### config.mk
export PLATFORM = sky130hd
export DESIGN_NAME = vram_rr_arbiter
export DESIGN_NICKNAME = d
export VERILOG_FILES = /design/src/rtl/vram_rr_arbiter.sv
export SDC_FILE = /design/constraint.sdc
export NUM_CORES = 1
export LEC_CHECK = 0
export ABC_AREA = 1
export CAP_MARGIN = 25
export CORE_MARGIN = 5
export CORE_UTILIZATION = 45
export CTS_BUF_LIST = sky130_fd_sc_hd__clkbuf_8
export CTS_CLUSTER_SIZE = 30
export DETAILED_ROUTE_END_ITERATION = 8
export MAX_ROUTING_LAYER = met4
export PLACE_DENSITY = 0.65
export RECOVER_POWER = 50
export SETUP_SLACK_MARGIN = 0.02
export SYNTH_ARGS = -nofsm -noshare
export SYNTH_HDL_FRONTEND = slang
export SYNTH_SLANG_ARGS = --single-unit
### constraint.sdc
create_clock -name clock -period 3.9 [get_ports clock]
set_input_delay 0.78 -clock clock [delete_from_list [all_inputs] [get_ports clock]]
set_output_delay 0.78 -clock clock [all_outputs]
set_load 0.005 [all_outputs]
### src/rtl/vram_rr_arbiter.sv
// ---------------------------------------------------------------------------
// vram_rr_arbiter
//
// Round-robin arbiter for the 16 pixel/sprite clients that share the 19-bit
// VRAM address path. The one-hot grant drives the select input of the
// downstream 16-way address mux. A grant is held for one memory transaction
// and is then released. After a release, priority rotates to the client that
// follows the one just served.
//
// State table:
//   state | meaning
//   ------+--------------------------------------------------------------
//   IDLE  | no grant; search req from ptr (wrapping 15->0) for next client
//   BUSY  | grant held; wait for done, request drop or hold timeout
//
// Ports:
//   clock       in   system clock, rising edge
//   resetn      in   asynchronous active-low reset
//   req[15:0]   in   request lines, req[k]=1 -> client k wants VRAM
//   done        in   one-cycle pulse: current transaction complete
//   grant[15:0] out  registered one-hot grant, all-zero when idle
//   grant_valid out  registered, 1 exactly when grant is non-zero
//   grant_idx   out  registered binary index of granted client, 0 when idle
//   timeout     out  registered one-cycle pulse on a forced release
//
// When grant is all-zero the downstream mux still passes in15. Consumers
// must therefore qualify on grant_valid, and never on the mux output alone.
// ---------------------------------------------------------------------------
module vram_rr_arbiter #(
    parameter int unsigned TIMEOUT = 1023,
    parameter int unsigned CNT_W   = 10
) (
    input  logic        clock,
    input  logic        resetn,
    input  logic [15:0] req,
    input  logic        done,
    output logic [15:0] grant,
    output logic        grant_valid,
    output logic [3:0]  grant_idx,
    output logic        timeout
);

    typedef enum logic {
        IDLE = 1'b0,
        BUSY = 1'b1
    } state_t;

    state_t             state;
    logic [3:0]         ptr;
    logic [CNT_W-1:0]   hold_cnt;

    logic               pick_found;
    logic [3:0]         pick_idx;
    logic [3:0]         cand;

    logic               rel_done;
    logic               rel_drop;
    logic               rel_tmo;
    logic               release_now;

    // Rotating priority search. The first set request at or after ptr
    // wins. The 4-bit wrap of ptr + i gives the 15->0 wraparound.
    always_comb begin
        pick_found = 1'b0;
        pick_idx   = 4'd0;
        cand       = 4'd0;
        for (int i = 0; i < 16; i++) begin
            cand = ptr + 4'(i);
            if (!pick_found && req[cand]) begin
                pick_found = 1'b1;
                pick_idx   = cand;
            end
        end
    end

    // Release causes while BUSY, in priority order: done, request drop,
    // hold limit. Only the hold limit alone counts as a timeout.
    assign rel_done    = done;
    assign rel_drop    = ~req[grant_idx];
    assign rel_tmo     = (hold_cnt == CNT_W'(TIMEOUT - 1));
    assign release_now = rel_done | rel_drop | rel_tmo;

    always_ff @(posedge clock or negedge resetn) begin
        if (!resetn) begin
            state       <= IDLE;
            ptr         <= 4'd0;
            hold_cnt    <= '0;
            grant       <= 16'h0000;
            grant_valid <= 1'b0;
            grant_idx   <= 4'd0;
            timeout     <= 1'b0;
        end else begin
            case (state)
                IDLE: begin
                    timeout  <= 1'b0;
                    hold_cnt <= '0;
                    if (pick_found) begin
                        grant       <= 16'h0001 << pick_idx;
                        grant_idx   <= pick_idx;
                        grant_valid <= 1'b1;
                        state       <= BUSY;
                    end
                end
                BUSY: begin
                    if (release_now) begin
                        // Dropping through IDLE forces the one-cycle
                        // all-zero gap between consecutive grants.
                        grant       <= 16'h0000;
                        grant_valid <= 1'b0;
                        grant_idx   <= 4'd0;
                        ptr         <= grant_idx + 4'd1;
                        hold_cnt    <= '0;
                        timeout     <= ~rel_done & ~rel_drop;
                        state       <= IDLE;
                    end else begin
                        timeout <= 1'b0;
                        if (hold_cnt != CNT_W'(TIMEOUT))
                            hold_cnt <= hold_cnt + 1'b1;
                    end
                end
                default: begin
                    state       <= IDLE;
                    grant       <= 16'h0000;
                    grant_valid <= 1'b0;
                    grant_idx   <= 4'd0;
                    timeout     <= 1'b0;
                end
            endcase
        end
    end

endmodule

## Word level (Yosys, flattened, before mapping)

Index checks and enable logic that the tools add are counted.

- $add $sub $neg: 17
- Magnitude comparators: 17
- Equal/unequal tests: 5
- Shift operators: 1
- Multiplexer cells: 83
- Bitwise gates (word level): 6
- Reductions and logical operators: 32

Operators with widths:

| operator | number |
|---|---|
| 4-bit by 5-bit < comparator with 1-bit output, second input constant | 17 |
| 4-bit 2-to-1 mux | 18 |
| 1-bit binary-select mux with 4-bit select | 17 |
| 1-bit 2-to-1 mux | 38 |
| 4-bit adder, second input constant | 8 |
| 16-bit 2-to-1 mux | 2 |
| 16-bit one-hot mux with 2 select lines | 1 |
| 10-bit 2-to-1 mux | 2 |
| 10-bit one-hot mux with 2 select lines | 1 |
| 4-bit by 3-bit adder with 4-bit output, second input constant | 4 |
| 1-bit by 4-bit left shift with 16-bit output, first input constant | 1 |
| 1-bit logical AND | 15 |
| 1-bit zero test | 15 |
| 10-bit by 1-bit adder with 10-bit output, second input constant | 1 |
| 10-bit == test, second input constant | 1 |
| 10-bit != test, second input constant | 1 |
| 4-bit by 1-bit adder with 4-bit output, second input constant | 2 |
| 4-bit by 2-bit adder with 4-bit output, second input constant | 2 |
| 4-bit one-hot mux with 2 select lines | 1 |
| 1-bit one-hot mux with 2 select lines | 3 |
| 2-bit AND reduction | 2 |
| 3-bit by 1-bit != test with 1-bit output, second input constant | 1 |
| 1-bit inverter | 3 |
| 2-bit by 1-bit != test with 1-bit output, second input constant | 1 |
| other kinds (3) | 4 |

- Register bits after elaboration: 37
- Input bits: 19
- Output and inout bits: 22

## Longest topological paths before layout

Gate-level depths: netlist (run 1).

- Depth in word-level cells: 51
- Depth in mapped cells: 28
- Gate-level depth less buffers: 26

## Worst setup path before layout (run 1)

No wires, ideal clock.

- Kind: reg2reg
- From: register ptr[0]
- To: register grant[10]
- Setup time: 0.116 ns
- Arrival: 3.322 ns
- Data required time: 3.784 ns
- Path slack: 0.462 ns
- Cell stages (with the launch flop): 26
- Path buffers: 3
- Clock period less this slack: 3.438 ns
- Cells stage by stage: dfrtp_1 -> inv_2 -> buf_6 -> buf_2 -> ha_1 -> inv_1 -> buf_2 -> nand3_1 -> nand3_1 -> nand2_1 -> nand2_2 -> nand2_4 -> nor2_8 -> nand4_4 -> nor2_4 -> nand4_4 -> nor2_8 -> nand4_4 -> nor2_8 -> nand2_2 -> o21ai_4 -> inv_2 -> nand3_1 -> inv_2 -> nand2_1 -> nand2_1

- Cells in the longest elaborated chain, start to end: 51
- Elaborated cells between the ends (all ways): 114
- Classes of those cells: add/sub: 15; eq/ne: 1; shift: 1; mux: 66; reduce/logical: 31

Ends and longest elaborated chain:

| element | line | RTL |
|---|---|---|
| from (decl) | 49 | `logic [3:0] ptr;` |
| from (signal assigned) | 111 | `ptr <= grant_idx + 4'd1;` |
| parallel branches: the longest is 51 deep, another holds 4-bit by 1-bit adder with 4-bit output | n/a |  |
| to (signal assigned) | 98 | `grant <= 16'h0001 << pick_idx;` |
| to (decl) | 37 | `output logic [15:0] grant,` |

Several ways; the timed one is not identified. The select of a mux whose other input is x is not followed.
A chain may end at the register's enable or synchronous reset.

## Worst setup path after layout (run 1)

- From: input req[10]
- To: register grant[6]

- Cells in the longest elaborated chain, start to end: 51
- Elaborated cells between the ends (all ways): 105
- Classes of those cells: eq/ne: 2; shift: 1; mux: 68; bitwise: 3; reduce/logical: 31

Ends and longest elaborated chain:

| element | line | RTL |
|---|---|---|
| from (decl) | 35 | `input logic [15:0] req,` |
| 1-bit binary-select mux with 4-bit select | 69 | `if (!pick_found && req[cand]) begin` |
| 1-bit 2-to-1 mux (implied by the code) | 69 |  |
| 1-bit 2-to-1 mux | 69 |  |
| 1-bit zero test | 69 |  |
| 1-bit logical AND | 69 |  |
| 1-bit 2-to-1 mux | 69 |  |
| 1-bit zero test | 69 |  |
| 1-bit logical AND | 69 |  |
| [35 not listed] | n/a |  |
| 1-bit logical AND | 69 |  |
| 1-bit 2-to-1 mux | 69 |  |
| 1-bit zero test | 69 |  |
| 1-bit logical AND | 69 |  |
| 4-bit 2-to-1 mux | 69 |  |
| 1-bit by 4-bit left shift with 16-bit output | 98 |  |
| 16-bit 2-to-1 mux | 97 | `if (pick_found) begin` |
| 16-bit one-hot mux with 2 select lines | 93 | `case (state)` |

Parallel ways exist; a longest one is shown, timed or not. The select of a mux whose other input is x is not followed.

==> impl_metrics.toml, run 1 <==
[floorplan]
fp-row-count = 34
coreArea_um2 = 8680
ios = 41
design.die.area_um2 = 10800
initial_core_util_pct = 45.7
die_y_um = 104
chipWidth_um = 104

[route]
routed_via_density = 5.43
ant_nets = 0
dr.pass1.iters = 6
via_count = 4350
postRouteWirelength_um = 12100
drc_errors = 0
wire_per_inst_um = 15.1
drt_iter0_drc = 258

[clock_network]
root_buffer = "clkbuf_8"
htree_levels = 2
ctsHoldBuffers = 0
cts_buffers = 5
clkTransAtPathRegs_ns = 0.08
cts_max_path_buffers = 2
clock_sinks = 37
cts_tree = "yes"
worstSkewPairLatency_ns = 0.29

[setup_path]
r2r_cells = 24
crit_fanout = 7
cp-start-kind = "input port"
worst-setup-path-type = "in2reg"
r2r-start = "ptr[0]$_DFFE_PN0P_"
crit_start = "req[10]"
cp-end-kind = "register"
required_ns = 4.13
r2r_slack_ns = 0.34
r2r_end = "grant[6]$_DFFE_PN0P_"
cp.arrival_ns = 3.83

[timing]
period_share_pct = 92.3
rsz0062_at_grt = "false"
worst_hold_slack_ns = 0.478
tightest_slew_ns = 1.93
fmax_mhz = 278
fin_crit_ns = 3.60
finalMaxSlewViolations = 38
setup_viol = 0
slew_headroom_pct = -28.4
fin_skew_ns = 0.00607
hold_violations = 0

[yosys]
synthTopCellsByArea = "dfrtp_1 23%, nand2_1 19%, nand3_1 14%"
ys_warn_count = 0
yosysTopAreaCell = "dfrtp_1"
yosys_register_bits = 37
yosysTopAreaCellShare_pct = 23.3
avgSynthCellArea_um2 = 6.25
synth_seq_area_share_pct = 23.3
synthesis.nets = 664
synth_area_um2 = 3970
synth_cells = 635
ys_async_sr_fraction_pct = 100
yosysUniqueCellTypes = 42
synth_edf_count = 0
ys.flop_type = "dfrtp_1"

[worst_hold_path]
min_path_cells = 2
min_from = "grant[1]$_DFFE_PN0P_"
hold_end = "grant[1]$_DFFE_PN0P_"
hold_class = "reg2reg"

[outcome]
violations = "capacitance limit, slew limit"
status = "complete, but fails checks"

[layout]
instances_no_fill = 801
num_antenna_cells = 0
syn2layout_area_growth_pct = 18.9
drive_gt1_share_pct = 13.0
nNetsFinal = 721

[placed_design]
gp_congestion = 0.980
placed_cells = 793
portBuffers = 40
dpl.hpwl_um = 9740

[grt]
grt_pass1_wl_um = 20400
grtUsageTotal_pct = 23.2
grt_max_degree = 38
first_global_vias = 4185
antenna_found_initial = 0
grt_remaining_overflow = 0

[flow_run]
drv_cap = 1
[through the flow]
step	setup TNS, ns	setup slack, ns	utilization (%)	cell area [µm²]
after floorplan	0	0.462	-	3970
after global placement	-0.440	-0.100	52.7	4570
after detailed placement	-0.365	-0.0960	52.7	4570
after CTS	0	0.199	54.0	4680
after global routing	0	0.0283	54.4	4720
final	0	0.299	54.4	4720
[layout make-up]
type                    count  area [µm²]
fillers                   891        3960
multi-input cells         519        2730
flip-flops and latches     37         927
repair buffers             64         574
inverters                  65         249
well taps                 108         135
clock buffers               5        68.8
clock inverters             3        42.5
[cell usage after synthesis, types with 4 or more instances]
| master | instances |
|---|---|
| o21ai_0 | 21 |
| a21oi_1 | 4 |
| dfrtp_1 | 37 |
| buf_6 | 4 |
| nand3_1 | 112 |
| nor3_1 | 6 |
| nor2_1 | 79 |
| nand2_2 | 12 |
| buf_2 | 5 |
| nand4_1 | 19 |
| inv_1 | 54 |
| nand2_1 | 199 |
| inv_2 | 10 |
| ha_1 | 10 |
| o22ai_1 | 4 |
| xor2_1 | 11 |
| nand2_4 | 5 |
| nand3_2 | 5 |
[repair_timing]
action	4_1_cts	5_1_grt
resized for setup	0	10
setup endpoints to repair	0	18
setup buffers	0	0
[critical path, stage by stage]
cell             delay (ns)
clkdlybuf4s50_1        0.52
nand2_1                0.08
nand3_1                0.11
nand3_1                0.09
nand2_1                0.13
nand2_1                0.13
nand2_4                0.15
inv_1                  0.07
buf_4                  0.15
nand2_1                0.12
nand2_1                0.06
nand2_1                0.07
nand2_1                0.05
nor2_1                 0.11
nand2_1                0.06
nor2_1                 0.09
nand3_1                0.09
nor2_1                 0.12
nand3_1                0.08
nor2_1                 0.09
nand3_1                0.12
nor2_4                 0.15
nand2_1                0.10
nor2_1                 0.17
nand2_1                0.07
nand2_1                0.07
[metal layers]
layer / wire length [µm] / vias to the layer above / global-route usage [%]
li1: - / 2195 / -
met1: 5930 / 2018 / 33.1
met2: 5390 / 124 / 35.7
met3: 669 / 13 / 3.17
met4: 141 / 0 / 3.70
met5: 0 / - / -
[worst max-delay path by stage]
stage	endpoint	slack (ns)	cells past startpoint
2_1_floorplan	grant[10]$_DFFE_PN0P_	0.46	25
3_3_place_gp	grant[6]$_DFFE_PN0P_	-0.10	26
3_5_place_dp	grant[6]$_DFFE_PN0P_	-0.1	26
4_1_cts	grant[6]$_DFFE_PN0P_	0.20	26
5_1_grt	grant[13]$_DFFE_PN0P_	0.03	27
6_report	grant[6]$_DFFE_PN0P_	0.30	26
[layout by cell type, fill, tap and decap left out, types with 2 or more instances in the layout]
master and instances:
nor3_1 5, nor2_8 3, clkdlybuf4s50_1 29, a21oi_1 4, xor2_2 3, inv_2 10, nand2_1 199, nor2_1 76
o21ai_1 2, nor2_2 3, inv_1 54, nand4_4 3, nand3_2 6, o22ai_1 4, dlygate4sd3_1 10, nand2_2 12
o21ai_0 21, clkbuf_8 5, dfrtp_1 36, ha_1 10, nand3_1 111, nand4_1 19, o221ai_1 3, xor2_1 11
nand2_4 5, buf_4 24, nor2_4 3
[registers in the layout (all words and copies together) (netlist names)]
signal,count
grant_idx,4
state,1
ptr,4
timeout,1
hold_cnt,10
grant_valid,1
grant,16
[logic make-up (layout without fill, tap and decap cells)]
kind of cell	Yosys count	in the layout	share of synthesized area (%)
and+or+nand+nor	449	449	53.2
AOI/OAI and AO/OA	43	43	6.68
DFF	37	37	23.3
xor gates and xnor gates	17	17	4.79
buffers and inverters	79	137	8.89
adders and majority gates	10	10	3.15
Power of run 1 is not shown: default switching activity piles up to over one toggle a cycle in this logic, so the estimate is an artifact.
==> run 2, diff against run 1 <==
--- a/config.mk
+++ b/config.mk
@@ -6,16 +6,18 @@
 export NUM_CORES = 1
 export LEC_CHECK = 0
 export ABC_AREA = 1
+export ABC_CLOCK_PERIOD_IN_PS = 3900
 export CAP_MARGIN = 25
+export CELL_PAD_IN_SITES_DETAIL_PLACEMENT = 1
+export CELL_PAD_IN_SITES_GLOBAL_PLACEMENT = 2
 export CORE_MARGIN = 5
-export CORE_UTILIZATION = 45
+export CORE_UTILIZATION = 32
 export CTS_BUF_LIST = sky130_fd_sc_hd__clkbuf_8
 export CTS_CLUSTER_SIZE = 30
 export DETAILED_ROUTE_END_ITERATION = 8
 export MAX_ROUTING_LAYER = met4
-export PLACE_DENSITY = 0.65
+export PLACE_DENSITY = 0.82
 export RECOVER_POWER = 50
-export SETUP_SLACK_MARGIN = 0.02
 export SYNTH_ARGS = -nofsm -noshare
 export SYNTH_HDL_FRONTEND = slang
 export SYNTH_SLANG_ARGS = --single-unit
==> impl_metrics.toml, run 2 (synthesis results as in run 1) <==
[route]
ant_nets = 0
drt_iter0_drc = 127
drc_errors = 0
routed_via_density = 5.15
via_count = 4459
dr.pass1.iters = 4
wire_per_inst_um = 16.8
postRouteWirelength_um = 14600

[floorplan]
coreArea_um2 = 12100
chipWidth_um = 121
initial_core_util_pct = 32.8
ios = 41
design.die.area_um2 = 14700
die_y_um = 121
fp-row-count = 40

[layout]
syn2layout_area_growth_pct = 21.3
largest_reg_flops = 16
n_fill_cell = 1632
final_common_cell = "nand2_1"
num_antenna_cells = 0
drive_gt1_share_pct = 13.6
layout_common_cells = "198 x nand2_1, 112 x nand3_1, 75 x nor2_1"
nNetsFinal = 726
top_register = "grant"
postLayoutCellArea_um2 = 4820
reg.largest.list = "grant: 16 flops, hold_cnt: 10 flops"

[grt]
grtUsageTotal_pct = 20.8
antenna_found_initial = 0
grt_pass1_wl_um = 23900
grt_max_degree = 38
grt_remaining_overflow = 0
first_global_vias = 4665

[setup_path]
r2r_slack_ns = 0.34
cp-start-kind = "input port"
crit_fanout = 6
r2r_end = "grant[14]$_DFFE_PN0P_"
cp.arrival_ns = 3.86
cp-end-kind = "register"
r2r-start = "ptr[1]$_DFFE_PN0P_"
r2r_cells = 23
required_ns = 4.12
worst-setup-path-type = "in2reg"

[timing]
setup_viol = 0
finalMaxSlewViolations = 38
period_share_pct = 93.2
setup_tns_ns = 0
fin_crit_ns = 3.63
slew_headroom_pct = -34.3
rsz0062_at_grt = "false"
fin_skew_ns = 0.00430
fmax_mhz = 275
tightest_slew_ns = 2.02
hold_violations = 0

[worst_hold_path]
hold_class = "reg2reg"
min_from = "grant[10]$_DFFE_PN0P_"
hold_end = "grant[10]$_DFFE_PN0P_"
min_path_cells = 2

[clock_network]
cts_max_path_buffers = 2
clkTransAtPathRegs_ns = 0.07
htree_levels = 2
clock_sinks = 37
cts_buffers = 5
cts_tree = "yes"
root_buffer = "clkbuf_8"
worstSkewPairLatency_ns = 0.29

[outcome]
status = "complete, but fails checks"
violations = "capacitance limit, slew limit"

[placed_design]
dpl.hpwl_um = 11800
gp_congestion = 0.907
portBuffers = 40
placed_cell_area_um2 = 4660

[flow_run]
drv_cap = 1
run 2: cell types whose count changed in the layout (fill, tap and decap cells not counted), sizes merged:
cell | previous run | this run
buf | 24 | 29
bufinv | 1 | 0
clkbuf | 6 | 7
clkinv | 2 | 1
run 2: worst max-delay path: stages:
cell and delay (ns):
clkdlybuf4s50_1 0.54, nand2_2 0.09, nand3_1 0.12, nand3_1 0.09
nand2_2 0.10, nand2_1 0.10, nand2_4 0.15, inv_1 0.06
buf_4 0.15, nand2_1 0.13, nand2_1 0.07, nand2_1 0.07
nand2_1 0.07, nor2_1 0.12, nand2_1 0.06, nor2_1 0.10
nand3_1 0.10, nor2_1 0.09, nand3_1 0.08, nor2_1 0.12
nand3_1 0.13, nor2_4 0.15, nand2_1 0.11, nor2_2 0.15
nand2_1 0.07, nand2_1 0.06
run 2: how the worst max path moves through the flow:
stage	startpoint	end	slack, ns	depth (start not counted)
after floorplan	ptr[0]$_DFFE_PN0P_	grant[10]$_DFFE_PN0P_	0.46	25
after global placement	req[12]	grant[6]$_DFFE_PN0P_	-0.24	26
after detailed placement	req[8]	grant[14]$_DFFE_PN0P_	-0.17	26
after CTS	ptr[0]$_DFFE_PN0P_	grant[8]$_DFFE_PN0P_	0.06	22
after global routing	req[8]	grant[2]$_DFFE_PN0P_	0.0001	26
final	req[13]	grant[14]$_DFFE_PN0P_	0.27	26
run 2: final cells by class:
class / count / area (µm²) / share of cell area (%)
tap: 168 / 210 / 4.36
sequential: 37 / 926 / 19.2
multi-input combinational: 519 / 2730 / 56.7
clock buffer: 6 / 82.6 / 1.71
inverter: 65 / 249 / 5.17
clock inverter: 1 / 3.75 / 0.0779
timing repair buffer: 69 / 616 / 12.8
run 2: timing repair:
action	in CTS	in global routing
setup buffers	0	3
endpoints found under the hold margin	0	0
hold buffers	0	0
gates resized for setup	0	13
setup endpoints to repair	0	18
run 2: routing by layer:
| layer | GRT usage (%) | up-vias | part of all wire [%] |
|---|---|---|---|
| met5 | - | - | 0 |
| met4 | 4.06 | 0 | 1.8 |
| met3 | 2.24 | 23 | 2.6 |
| met2 | 33.8 | 79 | 47 |
| met1 | 28.1 | 2166 | 48 |
| li1 | - | 2191 | - |
run 2: metrics by stage:
step / hold WS [ns] / cells / setup WS, ns / utilization (%)
floorplan: 0.472 / 635 / 0.462 / -
global placement: 0.465 / 855 / -0.244 / 38.5
detailed placement: 0.468 / 855 / -0.171 / 38.5
CTS: 0.488 / 862 / 0.0604 / 39.2
global route: 0.500 / 865 / 0.000126 / 39.8
finish: 0.476 / 865 / 0.267 / 39.8
Power of run 2 is left out for the same reason.
